--- config.mk ---
export PLATFORM = sky130hd
export DESIGN_NAME = fetch_redirect_unit_flat
export DESIGN_NICKNAME = d
export VERILOG_FILES = /design/src/rtl/fetch_redirect_unit_if.sv /design/src/rtl/fetch_redirect_unit.sv /design/src/flat_wrapper.sv
export SDC_FILE = /design/constraint.sdc
export NUM_CORES = 1
export LEC_CHECK = 0
export ABC_AREA = 1
export CAP_MARGIN = 0
export CORE_MARGIN = 10
export CORE_UTILIZATION = 50
export DETAILED_ROUTE_END_ITERATION = 8
export HOLD_SLACK_MARGIN = 0.06
export MAX_ROUTING_LAYER = met4
export PLACE_DENSITY = 0.81
export SLEW_MARGIN = 20
export SYNTH_ARGS = -nofsm -noshare
export SYNTH_HDL_FRONTEND = slang
export SYNTH_SLANG_ARGS = --single-unit
--- constraint.sdc ---
create_clock -name clk -period 4.1 [get_ports clk]
set_input_delay 1.025 -clock clk [delete_from_list [all_inputs] [get_ports clk]]
set_output_delay 1.025 -clock clk [all_outputs]
set_load 0.01 [all_outputs]
--- src/rtl/fetch_redirect_unit_if.sv ---
// rtl/fetch_redirect_unit_if.sv - fetch/redirect bus bundle: control inputs, imem port and IF/ID register outputs
// FETCH_STATS_EN adds the redirect/squash statistics counters to the bundle.
interface fetch_redirect_unit_if #(
   parameter int PC_W = 64
);
   logic             stall;
   logic             switch_branch;
   logic             Flush;
   logic [PC_W-1:0]  branch_target;
   logic [31:0]      imem_instr;
   logic [PC_W-1:0]  pc_out;
   logic             imem_en;
   logic [PC_W-1:0]  ifid_pc;
   logic [31:0]      ifid_instr;
   logic             ifid_valid;
`ifdef FETCH_STATS_EN
   logic [31:0]      redirect_count;
   logic [31:0]      squash_count;

   modport master (
      input  stall, switch_branch, Flush, branch_target, imem_instr,
      output pc_out, imem_en, ifid_pc, ifid_instr, ifid_valid,
      output redirect_count, squash_count
   );

   modport slave (
      output stall, switch_branch, Flush, branch_target, imem_instr,
      input  pc_out, imem_en, ifid_pc, ifid_instr, ifid_valid,
      input  redirect_count, squash_count
   );
`else
   modport master (
      input  stall, switch_branch, Flush, branch_target, imem_instr,
      output pc_out, imem_en, ifid_pc, ifid_instr, ifid_valid
   );

   modport slave (
      output stall, switch_branch, Flush, branch_target, imem_instr,
      input  pc_out, imem_en, ifid_pc, ifid_instr, ifid_valid
   );
`endif
endinterface

--- src/rtl/fetch_redirect_unit.sv ---
// rtl/fetch_redirect_unit.sv - PC sequencing, branch redirect and IF/ID register with stale-fetch squash
// Optional statistics counters are built when FETCH_STATS_EN is defined.
module fetch_redirect_unit #(
   parameter int              PC_W      = 64,
   parameter logic [PC_W-1:0] RESET_PC  = '0,
   parameter logic [31:0]     NOP_INSTR = 32'h0000_0013
) (
   input  logic                  clk,
   input  logic                  reset,
   fetch_redirect_unit_if.master bus
);

   typedef enum logic {
      RUN,
      SQUASH
   } state_t;

   state_t           state;
   logic [PC_W-1:0]  fpc;
   logic             fetch_en;
   logic             advance;
   logic             load_bubble;

   // A redirect always fetches, even under stall, so its target is never lost.
   assign fetch_en    = ~bus.stall | bus.switch_branch;
   assign bus.imem_en = fetch_en;

   assign advance     = ~bus.switch_branch & ~bus.stall;
   assign load_bubble = ~bus.switch_branch & (bus.Flush | (advance & (state == SQUASH)));

   always_ff @(posedge clk) begin
      if (reset) begin
         bus.pc_out     <= RESET_PC;
         fpc            <= RESET_PC;
         bus.ifid_pc    <= '0;
         bus.ifid_instr <= NOP_INSTR;
         bus.ifid_valid <= 1'b0;
         state          <= SQUASH;
      end else begin
         // fpc tags whatever word imem returns on the following cycle.
         if (fetch_en) begin
            fpc <= bus.pc_out;
         end

         if (bus.switch_branch) begin
            bus.pc_out     <= bus.branch_target;
            bus.ifid_pc    <= fpc;
            bus.ifid_instr <= NOP_INSTR;
            bus.ifid_valid <= 1'b0;
            state          <= SQUASH;
         end else begin
            if (advance) begin
               bus.pc_out <= bus.pc_out + PC_W'(4);
               state      <= RUN;
            end

            if (load_bubble) begin
               bus.ifid_pc    <= fpc;
               bus.ifid_instr <= NOP_INSTR;
               bus.ifid_valid <= 1'b0;
            end else if (advance) begin
               bus.ifid_pc    <= fpc;
               bus.ifid_instr <= bus.imem_instr;
               bus.ifid_valid <= 1'b1;
            end
         end
      end
   end

`ifdef FETCH_STATS_EN
   logic squash_evt;

   // Counts every IF/ID bubble caused by a pending squash or a Flush request.
   assign squash_evt = bus.Flush | load_bubble;

   always_ff @(posedge clk) begin
      if (reset) begin
         bus.redirect_count <= '0;
         bus.squash_count   <= '0;
      end else begin
         if (bus.switch_branch && (bus.redirect_count != 32'hFFFF_FFFF)) begin
            bus.redirect_count <= bus.redirect_count + 32'd1;
         end
         if (squash_evt && (bus.squash_count != 32'hFFFF_FFFF)) begin
            bus.squash_count <= bus.squash_count + 32'd1;
         end
      end
   end
`endif

endmodule

--- src/flat_wrapper.sv ---
// flat-port wrapper written by rule: the top's interface ports become plain ports
module fetch_redirect_unit_flat 
#(
   parameter int              PC_W      = 64,
   parameter logic [PC_W-1:0] RESET_PC  = '0,
   parameter logic [31:0]     NOP_INSTR = 32'h0000_0013
)
  (clk, reset, bus_stall, bus_switch_branch, bus_Flush, bus_branch_target, bus_imem_instr, bus_pc_out, bus_imem_en, bus_ifid_pc, bus_ifid_instr, bus_ifid_valid);
  fetch_redirect_unit_if #(.PC_W(PC_W)) bus_i ();
  input  logic clk;
  input  logic reset;
  input wire logic [$bits(bus_i.stall)-1:0] bus_stall;
  input wire logic [$bits(bus_i.switch_branch)-1:0] bus_switch_branch;
  input wire logic [$bits(bus_i.Flush)-1:0] bus_Flush;
  input wire logic [$bits(bus_i.branch_target)-1:0] bus_branch_target;
  input wire logic [$bits(bus_i.imem_instr)-1:0] bus_imem_instr;
  output wire logic [$bits(bus_i.pc_out)-1:0] bus_pc_out;
  output wire logic [$bits(bus_i.imem_en)-1:0] bus_imem_en;
  output wire logic [$bits(bus_i.ifid_pc)-1:0] bus_ifid_pc;
  output wire logic [$bits(bus_i.ifid_instr)-1:0] bus_ifid_instr;
  output wire logic [$bits(bus_i.ifid_valid)-1:0] bus_ifid_valid;
  assign bus_i.stall = bus_stall;
  assign bus_i.switch_branch = bus_switch_branch;
  assign bus_i.Flush = bus_Flush;
  assign bus_i.branch_target = bus_branch_target;
  assign bus_i.imem_instr = bus_imem_instr;
  assign bus_pc_out = bus_i.pc_out;
  assign bus_imem_en = bus_i.imem_en;
  assign bus_ifid_pc = bus_i.ifid_pc;
  assign bus_ifid_instr = bus_i.ifid_instr;
  assign bus_ifid_valid = bus_i.ifid_valid;
  fetch_redirect_unit #(.PC_W(PC_W), .RESET_PC(RESET_PC), .NOP_INSTR(NOP_INSTR)) u_core (.clk(clk), .reset(reset), .bus(bus_i));
endmodule
==> results.json, run 1 <==
{
  "run_status": "completed",
  "final-seq-area_mm2": 0.00452,
  "use_met1_pct": 33.3,
  "timing_worst_slew_pin_value_ps": 987,
  "detail_route.drc_violations": 0,
  "fp.dieArea_mm2": 0.0263,
  "globalRoute.busiestLayer": "met2",
  "grt_pass1_vias": 10118,
  "fp.coreArea_mm2": 0.0197,
  "routed_wirelength_um": 36000,
  "synth.distinct_cells": 28,
  "total_area_of_multi_input_combinational_cells_mm2": 0.00476,
  "post-route-period-util_pct": 83.6,
  "synthesized_area_mm2": 0.0101,
  "syn-num-nets": 1581,
  "top_cell_type_s_share_of_synthesized_area_pct": 44.7,
  "h_tree_levels": 1,
  "final_layout_size_suffix_gt1_share_pct": 5.07,
  "highest_attainable_clock_frequency_mhz": 292,
  "slew_violations": 0,
  "grt_antenna_before_repair": 1,
  "die_height_um": 162,
  "yosys-top-cells-area": "dfxtp_1, nand2_1, a21oi_1",
  "gp_congestion": 0.982,
  "synth_cells": 1479,
  "crit_path_start_kind": "input port",
  "fillCellCount": 1688,
  "initial_cell_density_of_the_core_pct": 51.3,
  "worstSetupEndpointType": "primary output",
  "row_count": 51,
  "ctsHoldBuffers": 0,
  "via_count": 10578,
  "grt_start_max_net_pins": 127,
  "design.portCount": 263,
  "layout.nets": 1804,
  "grt_pass1_wl_um": 55600,
  "avgRoutedWirePerCell_um": 18.2,
  "global_routing_met2_resource_utilization_pct": 43.0,
  "synth_area_leader_cell": "dfxtp_1",
  "cp_data_arrival_time_ps": 2400,
  "hold_path_class": "flip-flop to flip-flop",
  "grt_util_all_layers_pct": 26.8,
  "length_of_the_first_detailed_routing_pass_in_iterations": 6,
  "number_of_buffers_added_for_setup_after_cts": 0,
  "clock_input_transition_at_the_sequential_cells_of_the_worst_setup_and_hold_paths_ps": 50,
  "count_of_synthesis_stage_warnings_from_yosys": 0,
  "grt_setup_unrepaired": "false",
  "dpl.hpwl_um": 26500,
  "power.leakage_nw": 4.91,
  "cts_repair_resize_count": 0,
  "synth.ff_latch_count": 226,
  "final_period_minus_worst_setup_slack_ps": 3430,
  "criticalPathCategory": "input port to primary output",
  "setup_ws_ps": 672,
  "p_per_area_mw_per_mm2": 381,
  "fin_worst_skew_ps": 10.3,
  "timing.max_slew.rel_slack_pct": 33.8,
  "holdWs_ps": 452,
  "chipWidth_um": 162,
  "io_buffer_count": 262,
  "sequential_cell_area_fraction_in_the_yosys_report_pct": 44.7,
  "setup_tns_ps": 0,
  "placement.setup.worst_slack_ps": 669,
  "worst-path-max-fanout": 3,
  "synthToLayoutAreaGrowth_pct": 35.0,
  "cts_inserted_buffers": 25,
  "clockRootBuffer": "clkbuf_16",
  "ir_drop_mv": 0.283,
  "cp.required_ps": 3070,
  "share_of_the_core_filled_with_cells_in_the_final_layout_pct": 69.3,
  "cts.sink_count": 226,
  "clkLatencyLatePin_ps": 530,
  "syn-mean-instance-area_um2": 6.84,
  "finalSetupViolations": 0,
  "maxCapViolCount": 0,
  "finalHoldViolCount": 0,
  "drt_iter0_markers": 879,
  "avgViaCountPerCell": 5.33,
  "tritoncts_clock_tree": "built",
  "clockBufferDepth": 3,
  "detail-route-antenna-nets": 0,
  "global_route_track_usage_on_met3_pct": 6.62,
  "overflow": 0
}
==> cell type report <==
type	instances	area share (%)
Multi-Input combinational cell	1034	34.9
Sequential cell	226	33.1
Timing Repair Buffer	276	20.1
Clock buffer	34	5.05
Inverter	139	3.82
Tap cell	265	2.43
Clock inverter	8	0.614
Antenna cell	1	0.0183
==> logic make-up (layout without fill, tap and decap cells) <==
family	after synthesis	after routing	synth area share [%]
buffers and inverters	219	457	8.38
DFF	226	226	44.7
and+or+nand+nor	611	611	24.7
AOI/OAI and AO/OA	397	397	20.0
other	0	1	0
adders and majority gates	1	1	0.124
xor gates and xnor gates	25	25	2.16
==> cell usage after synthesis <==
library cell	instances
o21ai_1	7
inv_1	132
nor2_2	11
o211ai_1	2
buf_4	1
inv_2	4
nand3_1	54
nand4_1	13
nand3_2	2
nor3b_1	1
xnor2_1	7
clkbuf_1	58
nor3_1	3
nand2_2	8
clkinv_1	3
a21oi_1	206
a31oi_1	14
o221a_2	1
buf_2	18
nand2_1	372
buf_1	3
o2111ai_1	1
xor2_1	18
o21ai_0	166
dfxtp_1	226
nor2_1	142
ha_1	1
nor2_4	5
==> worst paths after layout <==
path / startpoint / to / slack (ps) / cells after the start
min reg2reg: u_core.fpc[3]$_SDFFE_PP0P_ / u_core.fpc[3]$_SDFFE_PP0P_ / 450 / 2
max reg2reg: u_core.bus.pc_out[2]$_SDFFE_PP0N_ / u_core.bus.pc_out[46]$_SDFFE_PP0N_ / 1830 / 10
max: bus_stall / bus_imem_en / 670 / 5
min: u_core.fpc[3]$_SDFFE_PP0P_ / u_core.fpc[3]$_SDFFE_PP0P_ / 450 / 2
==> state kept, by name, indices dropped and copies added, names as in the netlist <==
signal and cells:
u_core.bus.pc_out 64, u_core.bus.ifid_instr 32, u_core.bus.ifid_pc 64, u_core.state 1, u_core.fpc 64, u_core.bus.ifid_valid 1
==> power by group <==
group | switching [mW] | internal [mW] | leakage [nW]
sequential | 0.100 | 2.31 | 1.85
clock | 0.903 | 1.24 | 0.385
combinational | 0.334 | 0.308 | 2.67
total | 1.34 | 3.86 | 4.91
==> stage by stage <==
step / power, mW / instances / area [um^2]
6_report: 5.20 / 1983 / 13700
5_1_grt: 5.39 / 1983 / 13700
4_1_cts: 5.22 / 1982 / 13700
3_5_place_dp: 3.10 / 1940 / 12900
3_3_place_gp: 3.08 / 1940 / 12900
2_1_floorplan: 2.74 / 1479 / 10100
==> critical path, stage by stage <==
cell,delay (ps)
clkdlybuf4s50_1,540
inv_1,110
nor2_4,140
inv_2,80
clkdlybuf4s50_1,490
==> placed cells by master (no fill, tap or decap), types with 5 or more instances in the layout <==
| master | n |
|---|---|
| nand2_1 | 371 |
| clkdlybuf4s50_1 | 260 |
| dfxtp_1 | 226 |
| a21oi_1 | 206 |
| o21ai_0 | 166 |
| nor2_1 | 141 |
| inv_1 | 130 |
| nand3_1 | 54 |
| clkbuf_16 | 25 |
| xor2_1 | 18 |
| a31oi_1 | 14 |
| nand4_1 | 13 |
| buf_4 | 12 |
| nor2_2 | 10 |
| nand2_2 | 9 |
| nor2_4 | 7 |
| o21ai_1 | 7 |
| xnor2_1 | 7 |
| inv_2 | 6 |
| clkbuf_1 | 6 |
| clkinv_2 | 5 |
==> per-layer routing <==
| layer | share of wire (%) | wire length [um] |
|---|---|---|
| met3 | 9.1 | 3280 |
| met2 | 47 | 16800 |
| met1 | 42 | 15100 |
| met5 | 0 | 0 |
| met4 | 2.2 | 803 |
(Power assumes the default switching activity.)
==> run 2: changes to the inputs <==
--- a/config.mk
+++ b/config.mk
@@ -8,11 +8,11 @@
 export ABC_AREA = 1
 export CAP_MARGIN = 0
 export CORE_MARGIN = 10
-export CORE_UTILIZATION = 50
+export CORE_UTILIZATION = 44
 export DETAILED_ROUTE_END_ITERATION = 8
 export HOLD_SLACK_MARGIN = 0.06
 export MAX_ROUTING_LAYER = met4
-export PLACE_DENSITY = 0.81
+export PLACE_DENSITY = 0.75
 export SLEW_MARGIN = 20
 export SYNTH_ARGS = -nofsm -noshare
 export SYNTH_HDL_FRONTEND = slang
==> constraint.sdc (replaced) <==
create_clock -name clk -period 3.1 [get_ports clk]
set_input_delay 0.775 -clock clk [delete_from_list [all_inputs] [get_ports clk]]
set_output_delay 0.775 -clock clk [all_outputs]
set_load 0.01 [all_outputs]
==> run 2 against run 1 <==
  * Combinational power is 33% higher
  * Via count is 1.4% lower
  * Worst setup slack worse by 530 ps
  * Global-route usage is 2.6 points lower
  * Count of clock-buffer cells in the layout is 3 lower
  * Core utilization is 8.5 points lower
  * Non-clock buffer count is 1 higher
  * Worst hold slack worse by 2.4 ps
  * Routed wire length is 0.64% lower
  * Sequential share of layout area is 0.22 points lower
  * Final cell count is 0.96% higher
  * Total power is 32% higher
  * Largest cell class unchanged
  * Highest routed layer unchanged
==> results.json, run 2 (synthesized netlist as in run 1, its figures left out) <==
{
  "post-route-period-util_pct": 95.3,
  "worst-path-max-fanout": 3,
  "fp.coreArea_mm2": 0.0226,
  "clockBufferDepth": 3,
  "grt_util_all_layers_pct": 24.3,
  "setup_tns_ps": 0,
  "total_power_mw": 6.89,
  "largest_registers": "u_core.bus.ifid_pc x64, u_core.bus.pc_out x64, u_core.fpc x64",
  "detail-route-antenna-nets": 0,
  "cts.sink_count": 226,
  "p_switching_mw": 1.72,
  "global_routing_met2_resource_utilization_pct": 39.2,
  "finalSetupViolations": 0,
  "pwr-share-comb_pct": 12.4,
  "ctsHoldBuffers": 0,
  "slew_violations": 0,
  "worstSetupEndpointType": "primary output",
  "globalRoute.busiestLayer": "met2",
  "synthToLayoutAreaGrowth_pct": 35.8,
  "h_tree_levels": 1,
  "timing.max_slew.rel_slack_pct": 40.7,
  "tritoncts_clock_tree": "built",
  "cp.required_ps": 2320,
  "global_route_track_usage_on_met3_pct": 6.19,
  "use_met1_pct": 29.5,
  "overflow": 0,
  "hold_path_class": "flip-flop to flip-flop",
  "grt_setup_unrepaired": "false",
  "clkLatencyLatePin_ps": 510,
  "final_layout_size_suffix_gt1_share_pct": 5.08,
  "highest_attainable_clock_frequency_mhz": 338,
  "routed_wirelength_um": 35800,
  "run_status": "completed",
  "pwr-share-clk_pct": 41.3,
  "grt_pass1_wl_um": 55500,
  "grt_pass1_vias": 10245,
  "p_per_area_mw_per_mm2": 501,
  "timing_worst_slew_pin_value_ps": 889,
  "final_period_minus_worst_setup_slack_ps": 2950,
  "fp.dieArea_mm2": 0.0295,
  "initial_cell_density_of_the_core_pct": 44.7,
  "grt_start_max_net_pins": 128,
  "die_height_um": 172,
  "gp_congestion": 0.992,
  "clockRootBuffer": "clkbuf_16",
  "power.internal_mw": 5.17,
  "dpl.hpwl_um": 26600,
  "maxCapViolCount": 0,
  "clock_input_transition_at_the_sequential_cells_of_the_worst_setup_and_hold_paths_ps": 60,
  "row_count": 55,
  "layout.nets": 1805,
  "power.leakage_nw": 4.92,
  "grt_antenna_before_repair": 4,
  "seq_power_share_pct": 46.3,
  "mostFrequentLayoutCell": "nand2_1",
  "detail_route.drc_violations": 0,
  "drt_iter0_markers": 827,
  "length_of_the_first_detailed_routing_pass_in_iterations": 5,
  "cp_data_arrival_time_ps": 2180,
  "avgViaCountPerCell": 5.21,
  "most-common-layout-cells": "nand2_1, clkdlybuf4s50_1, dfxtp_1, a21oi_1, o21ai_0",
  "via_count": 10426,
  "finalHoldViolCount": 0,
  "crit_path_start_kind": "input port",
  "placed_area_mm2": 0.0130,
  "finish.instance_area_mm2": 0.0138,
  "cts_inserted_buffers": 25,
  "fin_worst_skew_ps": 10.9,
  "ir_drop_mv": 0.426,
  "setup_ws_ps": 146,
  "placement.setup.worst_slack_ps": 144,
  "criticalPathCategory": "input port to primary output",
  "cts_repair_resize_count": 0,
  "io_buffer_count": 262,
  "avgRoutedWirePerCell_um": 17.9,
  "number_of_buffers_added_for_setup_after_cts": 0,
  "design.portCount": 263,
  "chipWidth_um": 172,
  "netSwitchingFraction_pct": 25.0
}
-- run 2: cell types whose count changed in the layout (fill, tap and decap cells not counted), moves of 2 or more --
| cell | before | now |
|---|---|---|
| clkbuf_1 | 6 | 3 |
| buf_4 | 12 | 9 |
| diode_2 | 1 | 3 |
| buf_12 | 2 | 6 |
| clkinvlp_4 | 0 | 3 |
| clkinv_2 | 5 | 2 |
-- run 2: path summary, 6_finish.rpt --
kind / cells after the start / from / endpoint / slack [ps]
hold / removal: 2 / u_core.fpc[5]$_SDFFE_PP0P_ / u_core.fpc[5]$_SDFFE_PP0P_ / 450
setup reg to reg: 10 / u_core.bus.pc_out[2]$_SDFFE_PP0N_ / u_core.bus.pc_out[46]$_SDFFE_PP0N_ / 870
hold reg to reg: 2 / u_core.fpc[5]$_SDFFE_PP0P_ / u_core.fpc[5]$_SDFFE_PP0P_ / 450
setup / recovery: 5 / bus_stall / bus_imem_en / 150
-- run 2: per-stage QoR --
step                std cells  hold WS [ps]  util (%)
floorplan                1479           430         -
global placement         1961           436      57.3
detailed placement       1961           441      57.3
CTS                      1999           446      60.7
global route             2002           461      60.7
finish                   2002           449      60.7
-- run 2: power by group through the flow --
stage	clock (mW)	combinational [mW]	sequential (mW)
6_report	2.84	0.854	3.19
5_1_grt	3.01	0.941	3.21
4_1_cts	2.89	0.860	3.19
3_5_place_dp	0	0.854	3.25
3_3_place_gp	0	0.837	3.25
2_1_floorplan	0	0.365	3.25
-- run 2: cell type report --
class / count / area [um^2]
multi-input combinational: 1034 / 4770
clock buffer: 31 / 678
fill: 2052 / 8890
antenna: 3 / 7.51
inverter: 139 / 522
timing repair buffer: 277 / 2800
clock inverter: 7 / 92.6
sequential: 226 / 4520
tap: 285 / 357
-- run 2: metal layers --
metal  vias to the layer above  part of all wire (%)  wire length (um)
met5                         -                     0                 0
met4                         0                   2.4               843
met3                        51                   8.3              2960
met2                       346                    46             16500
met1                      4797                    43             15500
li1                       5232                     -                 -
-- run 2: critical path, cell delays in order --
cell             delay (ps)
clkdlybuf4s50_1         540
inv_1                   120
nor2_4                  140
inv_2                   100
clkdlybuf4s50_1         500
==> run 3: changes to the inputs <==
--- a/config.mk
+++ b/config.mk
@@ -8,11 +8,11 @@
 export ABC_AREA = 1
 export CAP_MARGIN = 0
 export CORE_MARGIN = 10
-export CORE_UTILIZATION = 44
+export CORE_UTILIZATION = 35
 export DETAILED_ROUTE_END_ITERATION = 8
 export HOLD_SLACK_MARGIN = 0.06
 export MAX_ROUTING_LAYER = met4
-export PLACE_DENSITY = 0.75
+export PLACE_DENSITY = 0.62
 export SLEW_MARGIN = 20
 export SYNTH_ARGS = -nofsm -noshare
 export SYNTH_HDL_FRONTEND = slang
==> run 3 against run 2 <==
  * Via count is 0.82% lower
  * Sequential share of layout area fell by 0.43 points
  * Clock power rose by 4%
  * Sequential power barely moved
  * Critical endpoint unchanged
  * Fmax grew 2.6%
  * Routed wire length up 4.2%
  * Sequential cell count is the same
==> results.json, run 3 (synthesized netlist as in run 1, its figures left out) <==
{
  "run_status": "completed",
  "most-common-layout-cells": "nand2_1, clkdlybuf4s50_1, dfxtp_1, a21oi_1, o21ai_0",
  "grt_util_all_layers_pct": 20.3,
  "io_buffer_count": 262,
  "layout.nets": 1809,
  "gp_congestion": 0.949,
  "grt_pass1_wl_um": 57100,
  "pwr-share-clk_pct": 42.2,
  "seq_power_share_pct": 45.6,
  "netSwitchingFraction_pct": 25.3,
  "cts.sink_count": 226,
  "fp.dieArea_mm2": 0.0361,
  "ir_drop_mv": 0.341,
  "fp.coreArea_mm2": 0.0286,
  "finalHoldViolCount": 0,
  "fin_worst_skew_ps": 14.7,
  "design.portCount": 263,
  "fillCellCount": 2869,
  "worstSetupStartpoint": "bus_stall",
  "pwr-share-comb_pct": 12.3,
  "grt_start_max_net_pins": 128,
  "highest_attainable_clock_frequency_mhz": 347,
  "slew_violations": 0,
  "worstSetupEndpointType": "primary output",
  "detail_route.drc_violations": 0,
  "avgRoutedWirePerCell_um": 17.6,
  "criticalPathCategory": "input port to primary output",
  "numPlacedInstances": 2064,
  "grt_pass1_vias": 10111,
  "initial_cell_density_of_the_core_pct": 35.4,
  "final_period_minus_worst_setup_slack_ps": 2880,
  "crit_path_start_kind": "input port",
  "hold_path_class": "flip-flop to flip-flop",
  "grt_antenna_before_repair": 3,
  "routed_wirelength_um": 37300,
  "cts_inserted_buffers": 25,
  "overflow": 0,
  "grt_setup_unrepaired": "false",
  "cp.required_ps": 2320,
  "avgViaCountPerCell": 4.90,
  "length_of_the_first_detailed_routing_pass_in_iterations": 5,
  "dpl.hpwl_um": 28100,
  "synthToLayoutAreaGrowth_pct": 37.6,
  "p_per_area_mw_per_mm2": 503,
  "share_of_the_core_filled_with_cells_in_the_final_layout_pct": 48.7,
  "chipWidth_um": 190,
  "timing_worst_slew_pin_value_ps": 551,
  "die_height_um": 190,
  "worst_r2r_startpoint": "u_core.bus.pc_out[2]$_SDFFE_PP0N_",
  "total_power_mw": 7.00,
  "final_layout_size_suffix_gt1_share_pct": 5.51,
  "via_count": 10341,
  "tritoncts_clock_tree": "built",
  "h_tree_levels": 1,
  "cp_data_arrival_time_ps": 2100,
  "mostFrequentLayoutCell": "nand2_1",
  "stdcell_count": 2112,
  "power.leakage_nw": 4.97,
  "row_count": 62,
  "clock_input_transition_at_the_sequential_cells_of_the_worst_setup_and_hold_paths_ps": 60,
  "setup_tns_ps": 0,
  "post-route-period-util_pct": 92.9,
  "p_switching_mw": 1.77,
  "worst-path-max-fanout": 3,
  "largest_registers": "u_core.bus.ifid_pc x64, u_core.bus.pc_out x64, u_core.fpc x64",
  "clockBufferDepth": 3,
  "maxCapViolCount": 0,
  "hold_path_startpoint": "u_core.fpc[10]$_SDFFE_PP0P_",
  "finalSetupViolations": 0,
  "power.internal_mw": 5.23,
  "drt_iter0_markers": 668,
  "timing.max_slew.rel_slack_pct": 63.2,
  "clockRootBuffer": "clkbuf_16",
  "detail-route-antenna-nets": 0,
  "cts_repair_resize_count": 0,
  "ctsHoldBuffers": 0,
  "clkLatencyLatePin_ps": 520,
  "number_of_buffers_added_for_setup_after_cts": 0,
  "finish.instance_area_mm2": 0.0139,
  "placed_area_mm2": 0.0131
}
[run 3: changes by cell type in the layout (fill, tap and decap cells not counted), sizes merged]
cell,delta
clkbuf,+8
buf,+4
clkinv,+2
clkinvlp,-2
bufinv,-1
[run 3: path summary, 6_finish.rpt]
kind                                                            end  slack (ps)  cells after the start
worst min-delay path            u_core.bus.ifid_pc[10]$_SDFFE_PP0P_         450                      2
worst min register to register  u_core.bus.ifid_pc[10]$_SDFFE_PP0P_         450                      2
worst max register to register   u_core.bus.pc_out[46]$_SDFFE_PP0N_         900                     10
worst max-delay path                                    bus_imem_en         220                      5
[run 3: metrics by stage]
step	setup WS [ps]	hold WS, ps
3_5_place_dp	220	440
3_3_place_gp	214	437
2_1_floorplan	738	430
6_report	220	446
4_1_cts	219	449
5_1_grt	206	468
[run 3: power groups by stage]
| stage | logic [mW] | registers [mW] | clock network, mW |
|---|---|---|---|
| finish | 0.859 | 3.19 | 2.95 |
| global route | 0.948 | 3.21 | 3.14 |
| CTS | 0.870 | 3.19 | 3.03 |
| detailed placement | 0.866 | 3.25 | 0 |
| global placement | 0.853 | 3.25 | 0 |
| floorplan | 0.365 | 3.25 | 0 |
[run 3: cell type report]
| class | instances | area [um^2] | share of cell area [%] |
|---|---|---|---|
| Sequential cell | 226 | 4520 | 32.5 |
| Antenna cell | 3 | 7.51 | 0.0539 |
| Clock inverter | 6 | 65.1 | 0.467 |
| Inverter | 139 | 522 | 3.74 |
| Clock buffer | 39 | 758 | 5.44 |
| Tap cell | 384 | 480 | 3.45 |
| Timing Repair Buffer | 281 | 2810 | 20.1 |
| Multi-Input combinational cell | 1034 | 4770 | 34.2 |
[run 3: per-layer routing]
layer	global-route usage [%]	wire length (um)	vias up
met5	-	0	-
met4	4.67	665	0
met3	5.68	3130	44
met2	32.4	17200	305
met1	25.0	16200	4750
li1	-	-	5242
[run 3: worst max-delay path, stage by stage]
cell,delay [ps]
clkdlybuf4s50_1,420
inv_1,140
nor2_4,60
inv_2,140
clkdlybuf4s50_1,570
